`src/rtl/timer_counter.sv`:
```
// rtl/timer_counter.sv - timer count register (TCNT) with edge-detected count strobe
//
// Purpose: counts rising edges of the divided clock int_clk (sampled as data on
// pclk), with load from TDR, up/down direction and sticky overflow/underflow flags.
//
// Ports:
//   pclk      system clock, sole clock of the block
//   preset    asynchronous active-high reset
//   int_clk   divided clock from the clock-select stage, used as a count strobe
//   en        count enable
//   up_down   count direction (1 = up, 0 = down), sampled when tick is high
//   load      single-cycle strobe, loads tdr into cnt (wins over a tick)
//   tdr       load value
//   clr_ovf   single-cycle clear of ovf_flag (a same-cycle set wins)
//   clr_udf   single-cycle clear of udf_flag (a same-cycle set wins)
//   cnt       current counter value
//   tick      registered count strobe, one pclk cycle per int_clk rising edge
//   ovf_flag  sticky overflow flag
//   udf_flag  sticky underflow flag
module timer_counter #(
  parameter int WIDTH = 8
) (
  input  logic             pclk,
  input  logic             preset,
  input  logic             int_clk,
  input  logic             en,
  input  logic             up_down,
  input  logic             load,
  input  logic [WIDTH-1:0] tdr,
  input  logic             clr_ovf,
  input  logic             clr_udf,
  output logic [WIDTH-1:0] cnt,
  output logic             tick,
  output logic             ovf_flag,
  output logic             udf_flag
);

  localparam logic [WIDTH-1:0] ONE      = {{(WIDTH-1){1'b0}}, 1'b1};
  localparam logic [WIDTH-1:0] ALL_ONES = {WIDTH{1'b1}};
  localparam logic [WIDTH-1:0] ZERO     = {WIDTH{1'b0}};

  logic int_clk_d;
  logic count_up;
  logic count_dn;
  logic ovf_set;
  logic udf_set;

  // A pending load swallows the tick of the same cycle, so it also blocks the wrap flags.
  assign count_up = tick & ~load & up_down;
  assign count_dn = tick & ~load & ~up_down;
  assign ovf_set  = count_up & (cnt == ALL_ONES);
  assign udf_set  = count_dn & (cnt == ZERO);

  always_ff @(posedge pclk or posedge preset) begin
    if (preset) begin
      int_clk_d <= 1'b0;
      tick      <= 1'b0;
      cnt       <= ZERO;
      ovf_flag  <= 1'b0;
      udf_flag  <= 1'b0;
    end else begin
      // Edge history keeps tracking while disabled, so raising en while int_clk
      // is already high cannot create a spurious tick.
      int_clk_d <= int_clk;
      tick      <= int_clk & ~int_clk_d & en;

      if (load) begin
        cnt <= tdr;
      end else if (count_up) begin
        cnt <= cnt + ONE;
      end else if (count_dn) begin
        cnt <= cnt - ONE;
      end

      // Set has priority over a coincident clear.
      ovf_flag <= ovf_set | (ovf_flag & ~clr_ovf);
      udf_flag <= udf_set | (udf_flag & ~clr_udf);
    end
  end

endmodule

```
`config.mk`:
```
export PLATFORM = sky130hd
export DESIGN_NAME = timer_counter
export DESIGN_NICKNAME = d
export VERILOG_FILES = /design/src/rtl/timer_counter.sv
export SDC_FILE = /design/constraint.sdc
export NUM_CORES = 1
export LEC_CHECK = 0
export ABC_CLOCK_PERIOD_IN_PS = 5040
export BUFFER_PORTS_ARGS = -buffer_cell sky130_fd_sc_hd__buf_2
export CAP_MARGIN = 20
export CORE_AREA = 3 3 46 48
export CTS_BUF_LIST = sky130_fd_sc_hd__clkbuf_4 sky130_fd_sc_hd__clkbuf_8 sky130_fd_sc_hd__clkbuf_16
export DETAILED_ROUTE_END_ITERATION = 8
export DIE_AREA = 0 0 49 51
export PLACE_DENSITY = 0.78
export SLEW_MARGIN = 20
export SYNTH_ARGS = -nofsm -noshare
export SYNTH_HDL_FRONTEND = slang
export SYNTH_SLANG_ARGS = --single-unit
```
`constraint.sdc`:
```
create_clock -name pclk -period 5.04 [get_ports pclk]
set_input_delay 0.252 -clock pclk [delete_from_list [all_inputs] [get_ports pclk]]
set_output_delay 0.252 -clock pclk [all_outputs]
set_load 0.05 [all_outputs]
```
==> flow_metrics.tcl <==
set metrics [dict create \
    final_common_cell "buf_2" \
    p_leak_nw 0.482 \
    num_rows 15 \
    wirelength_um 2000 \
    tns_ns 0 \
    clock_latency_ns 0.28 \
    clk_pin_slew_ns 0.08 \
    synth_nets 117 \
    cts_tree "done" \
    io_pins 27 \
    root_buffer "clkbuf_4" \
    power.density_nw_per_um2 291 \
    seq_area_frac_synth 0.353 \
    met2_usage 0.310 \
    grt_max_degree 16 \
    clock_path_buffers 2 \
    dp_cells 142 \
    arrival_ns 3.31 \
    drtIter0Drc 9 \
    die_h_um 51 \
    grt_use_total 0.184 \
    drt_drc_violations_left 0 \
    cpPeakStageDelay_ns 0.63 \
    initial_utilization 0.487 \
    ys_warn_count 0 \
    antenna_found_initial 0 \
    busiest_layer "met2" \
    post_cts_buffers 0 \
    die_area_sq_um 2500 \
    ys_types 32 \
    synth_cells 93 \
    finalNetCount 147 \
    gp_congestion 0.911 \
    critical_path_peak_fanout 15 \
    hold_viol_final 0 \
    synthFlopType "dfrtp_1" \
    synthArstFlopShare 1.00 \
    tightest_slew_ns 0.466 \
    maxCapViolCount 0 \
    core_region_area_sq_um 1750 \
    critical_path_class "register to register" \
    vias 814 \
    routedWlPerCell_um 13.6 \
    maxSlewHeadroom 0.689 \
    r2r_setup_slack_ns 1.91 \
    grt_use_met1 0.220 \
    power_mw 0.306 \
    cp-end-kind "register" \
    cts_made_buffers 3 \
    critical_path_required_ns 5.22 \
    netlist_area_sq_um 850 \
    die_w_um 49 \
    irDropWorstVdd_uv 179 \
    avgSynthCellArea_sq_um 9.14 \
    ant_nets 0 \
    grt-ovfl-total 0 \
    clock_skew_ns 0.00633 \
    cts_resized 0 \
    syn_to_final_growth_pct 23.6 \
    crit_slowest_cell "dfrtp_1" \
    finalNonFillerCells 147 \
    met3_usage 0.0408 \
    final_cell_mix "26 x buf_2, 12 x dfrtp_1, 10 x nand2_1" \
    cts-htree-levels 1 \
    drt_first_pass_iters 4 \
    preCtsSetupSlack_ns 1.93 \
    cp_cell_sequence "nor2b_1 > nand2_1 > ha_1 > o21ai_0 > or3_1 > and4_4 > o31a_1 > o31ai_1" \
    hpwl_um 1590 \
    fmax_ghz 0.319 \
    layout-drive-gt1-share 0.287 \
    grt_pass1_wl_um 3490 \
    antenna-diode-count 0 \
    cts.sinks 12 \
    start_kind "register" \
    setup_ws_ns 1.91 \
    postCtsHoldBufs 1 \
    rsz0062_at_grt "no" \
    ys_seq_elements 12 \
    hold_class "input pin to register" \
    slew_violations 0 \
    drt-vias-per-instance 5.54 \
    setup-violations-final 0 \
    finalCritPeriodShare 0.622 \
    io_buffers 26 \
    period_minus_slack_ns 3.13 \
    synth_edf_count 0 \
    grt_pass1_vias 798 \
    status "complete, no violations" \
]
==> sequential cells by signal, indices dropped and copies added (netlist names) <==
| signal | flops |
|---|---|
| cnt | 8 |
| udf_flag | 1 |
| ovf_flag | 1 |
| tick | 1 |
| int_clk_d | 1 |
==> logic make-up (layout without fill, tap and decap cells) <==
logic type      after synthesis  after routing  synth area share
compound gates               30             30             0.231
simple gates                 29             29             0.175
flops                        12             12             0.353
fa+ha+maj                     8              8             0.127
buf+inv                       7             36            0.0309
mux                           5              5            0.0619
xor+xnor                      2              2            0.0206
==> worst max-delay path: cells and delay by family (launching register included) <==
kind,cells,cell delay [ns]
AOI/OAI and AO/OA,3,0.67
adders and majority gates,1,0.47
DFF,1,0.63
and+or+nand+nor,4,1.28
==> Yosys cell counts, types with 2 or more instances <==
cell type	number	area [sq um]
o21bai_1	2	15.0
nor2b_1	2	12.5
nand2b_1	2	12.5
nand2_1	10	37.5
mux2_2	2	22.5
a21oi_1	5	25.0
inv_1	5	18.8
nor2_1	4	15.0
xnor2_1	2	17.5
a21o_2	2	17.5
nor3_1	2	10.0
ha_1	7	87.6
dfrtp_1	12	300
nor4_1	2	12.5
mux2i_1	3	30.0
o22ai_1	2	12.5
a211oi_1	4	30.0
nand4_1	3	18.8
o21ai_0	9	45.0
==> through the flow <==
step,hold WS (ns),area (sq um),util
CTS,0.0872,1050,0.601
global placement,0.274,1000,0.575
global route,0.0687,1050,0.601
floorplan,0.117,850,-
detailed placement,0.292,1000,0.575
finish,0.0938,1050,0.601
==> layout make-up <==
cell class,instances,area (sq um)
timing repair buffer,27,140
fill,150,696
multi-input combinational,74,523
tap,25,31.3
sequential,12,300
clock buffer,4,36.3
inverter,5,18.8
==> routing by layer <==
metal	up-vias	part of all wire
met5	-	0
met4	0	0.019
met3	4	0.033
met2	19	0.46
met1	386	0.48
li1	405	-
==> final timing paths <==
kind,startpoint,end,depth (start not counted)
max,tick,cnt[7],8
max in group asynchronous,preset,cnt[6],3
min,int_clk,int_clk_d,1
min in group asynchronous,preset,cnt[2],3
min reg2reg,int_clk_d,tick,1
max reg2reg,tick,cnt[7],8
==> where the power goes <==
| part | switching (mW) | internal, mW |
|---|---|---|
| clock | 0.0347 | 0.0439 |
| sequential | 0.0138 | 0.104 |
| combinational | 0.0678 | 0.0412 |
(Power assumes the default switching activity.)
